## config.mk

```make
export PLATFORM = sky130hd
export DESIGN_NAME = rr_arb_4req_flat
export DESIGN_NICKNAME = d
export VERILOG_FILES = /design/src/rtl/rr_arb_4req_if.sv /design/src/rtl/rr_arb_4req.sv /design/src/flat_wrapper.sv
export SDC_FILE = /design/constraint.sdc
export NUM_CORES = 1
export LEC_CHECK = 0
export CAP_MARGIN = 30
export CORE_MARGIN = 2
export CORE_UTILIZATION = 46
export CTS_CLUSTER_DIAMETER = 200
export CTS_CLUSTER_SIZE = 28
export DETAILED_ROUTE_END_ITERATION = 7
export PLACE_DENSITY_LB_ADDON = 0.05
export SLEW_MARGIN = 20
export SYNTH_ARGS = -nofsm -noshare
export SYNTH_HDL_FRONTEND = slang
export SYNTH_SLANG_ARGS = --single-unit
```

## constraint.sdc

```tcl
create_clock -name clk -period 1.8 [get_ports clk]
set_input_delay 0.45 -clock clk [delete_from_list [all_inputs] [get_ports clk]]
set_output_delay 0.45 -clock clk [all_outputs]
set_load 0.01 [all_outputs]
```

## src/rtl/rr_arb_4req_if.sv

```systemverilog
// rr_arb_4req_if: request/grant bundle between requesters and the round-robin arbiter.
//  req        requesters -> arbiter  one level request per requester
//  gnt        arbiter -> requesters  one-hot registered grant
//  gnt_id     arbiter -> requesters  binary index of the owner (0 when idle)
//  gnt_valid  arbiter -> requesters  |gnt
//  preempt    arbiter -> requesters  one-cycle pulse after a timeout handover
// Modports: master = requester side, slave = arbiter side.
interface rr_arb_4req_if #(
    parameter int N   = 4,
    parameter int IDW = 2
);
    logic [N-1:0]   req;
    logic [N-1:0]   gnt;
    logic [IDW-1:0] gnt_id;
    logic           gnt_valid;
    logic           preempt;

    modport master (output req, input gnt, input gnt_id, input gnt_valid, input preempt);
    modport slave  (input req, output gnt, output gnt_id, output gnt_valid, output preempt);
endinterface

```

## src/rtl/rr_arb_4req.sv

```systemverilog
// rr_arb_4req: round-robin arbiter with registered grant, grant hold while the
// owner keeps req high, and an optional hold limit that hands the resource to
// a waiting requester after MAX_HOLD consecutive owner cycles.
// Ports:
//  clk    rising-edge clock
//  rst_n  asynchronous active-low reset
//  bus    rr_arb_4req_if.slave (req in; gnt, gnt_id, gnt_valid, preempt out)
// Parameters: N requesters (2..16), IDW = $clog2(N), MAX_HOLD (0 = unlimited).
module rr_arb_4req #(
    parameter int N        = 4,
    parameter int IDW      = 2,
    parameter int MAX_HOLD = 8
) (
    input  logic          clk,
    input  logic          rst_n,
    rr_arb_4req_if.slave  bus
);

    // Counter only needs to reach MAX_HOLD-1; it saturates there.
    localparam int HW = (MAX_HOLD > 2) ? $clog2(MAX_HOLD) : 1;
    localparam logic [HW-1:0] HOLD_SAT =
        HW'((MAX_HOLD == 0) ? ((2 ** HW) - 1) : (MAX_HOLD - 1));

    typedef enum logic {IDLE, BUSY} state_t;

    state_t         state_reg, state_next;
    logic [N-1:0]   gnt_reg, gnt_next;
    logic [IDW-1:0] id_reg, id_next;
    logic [IDW-1:0] ptr_reg, ptr_next;
    logic [HW-1:0]  hold_reg, hold_next;
    logic           preempt_reg, preempt_next;

    logic [N-1:0]   cand;
    logic           win_found;
    logic [IDW-1:0] win_idx;
    logic [N-1:0]   win_onehot;
    logic [IDW-1:0] ptr_after_win;
    logic           owner_req;
    logic           timeout;
    logic           do_grant;

    // The current owner never competes against itself: while it holds, only
    // the others are candidates (used for preemption); after release its req
    // bit is already 0, and in IDLE gnt_reg is 0, so this mask is uniform.
    assign cand      = bus.req & ~gnt_reg;
    assign owner_req = |(bus.req & gnt_reg);
    assign timeout   = (MAX_HOLD != 0) && (hold_reg == HOLD_SAT);

    // Rotating-priority scan starting at ptr_reg, wrapping N-1 -> 0.
    always_comb begin
        win_found = 1'b0;
        win_idx   = '0;
        for (int i = 0; i < N; i++) begin
            int j;
            j = int'(ptr_reg) + i;
            if (j >= N) j = j - N;
            if (!win_found && cand[j]) begin
                win_found = 1'b1;
                win_idx   = IDW'(j);
            end
        end
    end

    generate
        for (genvar gi = 0; gi < N; gi++) begin : g_onehot
            assign win_onehot[gi] = (win_idx == IDW'(gi));
        end
    endgenerate

    // A fresh winner drops to lowest priority for the next arbitration.
    assign ptr_after_win = (int'(win_idx) == N - 1) ? '0 : IDW'(int'(win_idx) + 1);

    always_comb begin
        state_next   = state_reg;
        gnt_next     = gnt_reg;
        id_next      = id_reg;
        ptr_next     = ptr_reg;
        hold_next    = hold_reg;
        preempt_next = 1'b0;
        do_grant     = 1'b0;

        case (state_reg)
            IDLE: begin
                if (win_found) do_grant = 1'b1;
            end
            BUSY: begin
                if (!owner_req) begin
                    // Release: hand over directly if anyone waits, no idle gap.
                    if (win_found) begin
                        do_grant = 1'b1;
                    end else begin
                        gnt_next   = '0;
                        id_next    = '0;
                        state_next = IDLE;
                    end
                end else if (timeout && win_found) begin
                    do_grant     = 1'b1;
                    preempt_next = 1'b1;
                end else if (hold_reg != HOLD_SAT) begin
                    hold_next = hold_reg + 1'b1;
                end
            end
            default: state_next = IDLE;
        endcase

        if (do_grant) begin
            gnt_next   = win_onehot;
            id_next    = win_idx;
            ptr_next   = ptr_after_win;
            hold_next  = '0;
            state_next = BUSY;
        end
    end

    always_ff @(posedge clk or negedge rst_n) begin
        if (!rst_n) begin
            state_reg   <= IDLE;
            gnt_reg     <= '0;
            id_reg      <= '0;
            ptr_reg     <= '0;
            hold_reg    <= '0;
            preempt_reg <= 1'b0;
        end else begin
            state_reg   <= state_next;
            gnt_reg     <= gnt_next;
            id_reg      <= id_next;
            ptr_reg     <= ptr_next;
            hold_reg    <= hold_next;
            preempt_reg <= preempt_next;
        end
    end

    assign bus.gnt       = gnt_reg;
    assign bus.gnt_id    = id_reg;
    assign bus.gnt_valid = |gnt_reg;
    assign bus.preempt   = preempt_reg;

endmodule

```

## src/flat_wrapper.sv

```systemverilog
// flat-port wrapper written by rule: the top's interface ports become plain ports
module rr_arb_4req_flat 
#(
    parameter int N        = 4,
    parameter int IDW      = 2,
    parameter int MAX_HOLD = 8
)
  (clk, rst_n, bus_req, bus_gnt, bus_gnt_id, bus_gnt_valid, bus_preempt);
  rr_arb_4req_if #(.N(N), .IDW(IDW)) bus_i ();
  input  logic clk;
  input  logic rst_n;
  input wire logic [$bits(bus_i.req)-1:0] bus_req;
  output wire logic [$bits(bus_i.gnt)-1:0] bus_gnt;
  output wire logic [$bits(bus_i.gnt_id)-1:0] bus_gnt_id;
  output wire logic [$bits(bus_i.gnt_valid)-1:0] bus_gnt_valid;
  output wire logic [$bits(bus_i.preempt)-1:0] bus_preempt;
  assign bus_i.req = bus_req;
  assign bus_gnt = bus_i.gnt;
  assign bus_gnt_id = bus_i.gnt_id;
  assign bus_gnt_valid = bus_i.gnt_valid;
  assign bus_preempt = bus_i.preempt;
  rr_arb_4req #(.N(N), .IDW(IDW), .MAX_HOLD(MAX_HOLD)) u_core (.clk(clk), .rst_n(rst_n), .bus(bus_i));
endmodule
```

==> results.md, run 1 <==
- Total power: 2489 uW
- Core Util, Final: 0.7678
- Die extent in x: 46.31 um
- Max clock buf depth: 2
- Setup TNS Final: -0.05889 ns
- Syn_nets: 90
- Final period utilization: 1.013
- Antenna diodes: 0
- CP top delay family: simple AND/OR/NAND/NOR gates
- Hold Path Class: in2async
- IO Port Bufs: 13
- Violated checks: negative setup slack
- Peak supply drop: 1.007 mV
- Post-Synth Simple-Gate Area: 0.2173
- Die ar.: 0.002144 mm^2
- Largest net degree at the start of global routing: 9
- Vias: 754
- Clk slew on worst S/H paths: 0.07 ns
- CORE AREA: 0.001708 mm^2
- Nets: 130
- Fin. max-slew vios: 0
- Detailed Route WL: 1.992 mm
- Normalized max-slew margin: 0.7767
- Crit path time final: 1.823 ns
- XOR/XNOR share of the synthesized area: 0
- Final Hold Viols: 0
- Tot GR Track Use: 0.1973
- Crit path DAT: 2.03 ns
- Crit end category: flop
- DR iter-0 viols: 16
- First-pass iteration count of the detailed router: 4
- First-pass GRT wire length: 2.994 mm
- Post-route DRC: 0
- Vias per Instance: 5.310
- # clock sinks: 13
- Fmax: 548.5 MHz
- Cell area after synthesis: 823.3 um^2
- Post-Route Skew: 0.001803 ns
- CP max stage cell: dfrtp_2
- Cells after Synth: 78
- Static Leak: 0.0006073 uW
- RSZ-0062 raised after global routing: yes
- Yosys reg bits: 13
- Worst Setup Slack, final: -0.02325 ns
- Library cells used by synthesis: 32
- Critical path type: reg2reg
- Final ANT Viol Nets: 0
- Synth Area in Adders: 0.09119
- Wirelength per Cell: 14.03 um
- CTS root buf: clkbuf_4
- Die span in y: 46.31 um
- WP buf/inv: 2
- Max Cap Viol: 0
- Final setup violation count: 4
- Crit-path max FO: 4
- Pwr dens: 1898 mW/mm^2
- Worst-Margin Slew: 0.3319 ns
- Crit path largest cell delay: 0.41 ns
- Largest register FFs: 4
- Average size of a mapped cell: 10.56 um^2
- Global route overflow: 0
- Combinational family with the most area after synthesis: simple AND/OR/NAND/NOR gates
- Post-synthesis sequential area ratio: 0.3951
- I/O pin total: 14
- Yosys synthesis warning count: 0
- Most frequent cells in the layout: buf_4 (18), dfrtp_1 (11), nand2_1 (7), clkdlybuf4s50_1 (6)
- Vias in the first global route: 728
- Area growth from synthesis to layout: 59.27%
- Required time worst endpoint: 2.01 ns
- Reg2Reg Setup Slack: -0.02 ns
- Worst-Skew Late Latency: 0.27 ns
- H-tree levels: 1
- Initial Utilization: 0.4821
- Rows: 15
- Inserted Clock Buffers: 3
- GPL Wtd Cong: 0.7321
- Share of cells above drive strength 1: 0.4701
- Outcome: finished with violations
- Commonest non-fill, non-tap cell in the layout: buf_4
- Worst setup SP type: flop
- Critical path cell sequence: buf_6 -> nand2b_4 -> or3_1 -> o211ai_1 -> buf_4 -> ha_4 -> a21o_1 -> o221a_2
- Number of antenna violations at the first check in global routing: 0
- Multiplexer share of the synthesized area: 0.05167
- CTS tree: yes
- Synth Area in Compound Gates: 0.2173
- DP HPWL: 1.353 mm
[worst register-to-register path, cell delays in order (launching register included)]
cell and delay [ns]:
dfrtp_2 0.41, buf_6 0.12, nand2b_4 0.13, or3_1 0.31, o211ai_1 0.15, buf_4 0.21, ha_4 0.14, a21o_1 0.12
o221a_2 0.17
[report_power, final]
part,internal (uW),switching [uW]
registers,434,107
logic,990,785
clock network,85.7,87.2
[area by class of cell]
type,instances,area [um^2]
multi-input combinational,61,601.8
fill,109,396.6
sequential,13,327.8
timing repair buffer,36,312.8
tap,25,31.28
clock buffer,4,26.28
inverter,3,11.26
[timing repair]
| action | 4_1_cts | 5_1_grt |
|---|---|---|
| pin swaps | 5 | 9 |
| gates resized for setup | 17 | 22 |
| endpoints found under the setup margin | 10 | 9 |
| endpoints found under the hold margin | 0 | 0 |
| setup buffers | 5 | 2 |
| hold buffers | 0 | 0 |
[per-stage QoR]
stage | setup slack [ns] | hold slack [ns] | instances | instance area (um^2)
after floorplan | -0.02133 | 0.1544 | 78 | 834.6
after detailed placement | -0.5130 | 0.4622 | 131 | 1105
after global placement | -0.4440 | 0.4626 | 131 | 1105
after CTS | -0.05082 | 0.3950 | 140 | 1180
after global routing | -0.07707 | 0.4056 | 142 | 1311
final | -0.02325 | 0.4017 | 142 | 1311
[synth_stat cells (all sizes together)]
cell type	n	area, um^2
nand3b	1	7.510
o22ai	1	6.260
nor2	3	13.77
buf	1	11.26
nor4	2	18.77
o221a	4	45.04
a21o	5	37.54
nand2b	3	18.77
mux2i	2	20.02
nand2	8	30.03
a221oi	1	15.01
dfrtp	13	325.3
a22o	1	8.760
or4	2	18.77
nor3	4	25.02
o21ai	4	31.28
or3	1	6.260
a211oi	1	7.510
inv	3	11.26
ha	6	75.07
o211ai	1	7.510
a21oi	1	5.000
nor2b	6	40.04
mux2	2	22.52
o21a	1	7.510
a21boi	1	7.510
[kinds of logic after synthesis]
kind of cell | after synthesis
AOI/OAI and AO/OA | 21
and+or+nand+nor | 30
DFF | 13
buffers and inverters | 4
adders and majority gates | 6
muxes | 4
[path summary, 6_finish.rpt]
path	start	to	cells past startpoint
max in group asynchronous	rst_n	u_core.ptr_reg[1]$_DFFE_PN0P_	2
min reg2reg	u_core.hold_reg[0]$_DFFE_PN0P_	u_core.hold_reg[0]$_DFFE_PN0P_	1
max	u_core.bus.gnt[2]$_DFFE_PN0P_	u_core.bus.gnt[2]$_DFFE_PN0P_	8
min	rst_n	u_core.bus.gnt_id[0]$_DFFE_PN0P_	1
max reg2reg	u_core.bus.gnt[2]$_DFFE_PN0P_	u_core.bus.gnt[2]$_DFFE_PN0P_	8
min in group clk	u_core.hold_reg[0]$_DFFE_PN0P_	u_core.hold_reg[0]$_DFFE_PN0P_	1
[metal layers]
metal,global-route usage,up-vias,share of wire
met2,0.3528,11,0.53
met1,0.2403,372,0.45
met5,0,-,0
met4,0.06857,0,0
met3,0.02353,0,0.018
li1,-,371,-
No activity file was read; power rests on OpenSTA's default activity.
==> run 2, diff against run 1 <==
- CORE_UTILIZATION: 46 -> 35
==> results.md, run 2 (same netlist as run 1, synthesis figures left out) <==
- Outcome: finished clean
- R2r endpoint: u_core.ptr_reg[1]$_DFFE_PN0P_
- Fmax: 567.3 MHz
- CTS tree: yes
- Normalized max-slew margin: 0.8013
- Reg2Reg Setup Slack: 0.07 ns
- Initial Utilization: 0.3722
- Final setup violation count: 0
- Area of the multi-input gates: 530.5 um^2
- Post-route DRC: 0
- Pre-CTS WS: -0.4823 ns
- Max clock buf depth: 2
- Antenna diodes: 0
- Die span in y: 52.50 um
- I/O pin total: 14
- DR iter-0 viols: 14
- Static Leak: 0.0005765 uW
- Met3 WL: 90 um
- Vias per Instance: 5.108
- Share of cells above drive strength 1: 0.3964
- Die extent in x: 52.50 um
- Worst setup SP type: flop
- Final Hold Viols: 0
- Nets: 124
- End of the critical path: bus_gnt_valid
- Die ar.: 0.002756 mm^2
- Final period utilization: 0.9793
- Crit-path max FO: 4
- Hold Path Class: in2async
- Final cell count without fillers: 139
- Worst Reg-to-Reg Cells: 7
- Total power: 2136 uW
- # placed instances: 134
- IO Port Bufs: 13
- CTS root buf: clkbuf_4
- # clock sinks: 13
- M1 wire length: 809 um
- First-pass iteration count of the detailed router: 5
- Largest register FFs: 4
- Tot GR Track Use: 0.1477
- Most frequent cells in the layout: buf_4 (17), dfrtp_1 (11), nand2_1 (7), clkdlybuf4s50_1 (6)
- WL met2: 825 um
- Wirelength per Cell: 12.51 um
- Inserted Clock Buffers: 3
- CORE AREA: 0.002212 mm^2
- Peak supply drop: 1.103 mV
- Largest net degree at the start of global routing: 14
- Crit Reg-Reg Startpoint: u_core.bus.gnt[1]$_DFFE_PN0P_
- Clk slew on worst S/H paths: 0.07 ns
- Area growth from synthesis to layout: 43.77%
- Commonest non-fill, non-tap cell in the layout: buf_4
- Crit path time final: 1.763 ns
- RSZ-0062 raised after global routing: yes
- Critical path type: reg2out
- Worst-Margin Slew: 0.2958 ns
- Final ANT Viol Nets: 0
- Critical Path Start: u_core.bus.gnt[2]$_DFFE_PN0P_
- Max Cap Viol: 0
- Setup TNS Final: 0 ns
- Rows: 17
- Crit path DAT: 1.31 ns
- Global route overflow: 0
- Highest metal used: met4
- Hold_buf cts: 0
- Pwr dens: 1804 mW/mm^2
- Vias: 710
- Worst Setup Slack, final: 0.03734 ns
- Post-Route Skew: 0.005787 ns
- Number of antenna violations at the first check in global routing: 0
- Reg area: 327.8 um^2
- Vias in the first global route: 659
- First-pass GRT wire length: 2.918 mm
- Crit end category: output port
- Fin. max-slew vios: 0
- # fillers: 207
- DP HPWL: 1.369 mm
- Required time worst endpoint: 1.35 ns
- Detailed Route WL: 1.739 mm
- GPL Wtd Cong: 0.7590
- H-tree levels: 1
- Hold_ws: 0.4835 ns
- Worst-Skew Late Latency: 0.27 ns
-- run 2: cell types whose count changed in the layout (fill, tap and decap cells not counted), moves of 2 or more --
cell	before	now
o221a_4	2	0
ha_1	2	5
buf_6	5	0
ha_4	4	0
o221a_2	2	4
-- run 2: worst min path at each step --
stage,depth (start not counted),startpoint,to,slack (ns)
floorplan,0,rst_n,u_core.bus.gnt[0]$_DFFE_PN0P_,0.15
global placement,1,u_core.state_reg$_DFF_PN0_,u_core.bus.gnt_id[1]$_DFFE_PN0P_,0.47
detailed placement,1,u_core.state_reg$_DFF_PN0_,u_core.bus.gnt_id[1]$_DFFE_PN0P_,0.46
CTS,2,rst_n,u_core.state_reg$_DFF_PN0_,0.49
global route,2,rst_n,u_core.state_reg$_DFF_PN0_,0.49
finish,2,rst_n,u_core.state_reg$_DFF_PN0_,0.48
-- run 2: stage by stage --
| step | area (um^2) | util |
|---|---|---|
| floorplan | 834.6 | - |
| CTS | 1155 | 0.5221 |
| detailed placement | 1109 | 0.5011 |
| global route | 1184 | 0.5351 |
| global placement | 1109 | 0.5011 |
| finish | 1184 | 0.5351 |
-- run 2: repair_timing --
| item | in CTS | in global routing |
|---|---|---|
| endpoints found under the setup margin | 9 | 12 |
| gates cloned | 0 | 0 |
| setup buffers | 1 | 0 |
| pin swaps | 3 | 5 |
| resized for setup | 14 | 9 |
| hold endpoints to repair | 0 | 0 |
-- run 2: critical path: stages, from the launching register on --
cell and delay (ns):
dfrtp_2 0.42, or4_1 0.47, buf_2 0.15
-- run 2: area by class of cell --
class	instances	area share
Clock buffer	4	0.02220
Timing Repair Buffer	30	0.2135
Sequential cell	13	0.2770
Multi-Input combinational cell	61	0.4482
Tap cell	28	0.02960
Inverter	3	0.009514
-- run 2: power by group --
part / internal, uW / leakage [uW] / switching, uW
clock: 85.9 / 0.0000150 / 86.4
sequential: 434 / 0.000155 / 120
combinational: 791 / 0.000407 / 619
-- run 2: per-layer routing --
layer | vias to the layer above | global-route usage
met1 | 329 | 0.1857
met3 | 2 | 0.05143
met2 | 16 | 0.2396
li1 | 363 | -
met4 | 0 | 0.03846
met5 | - | 0
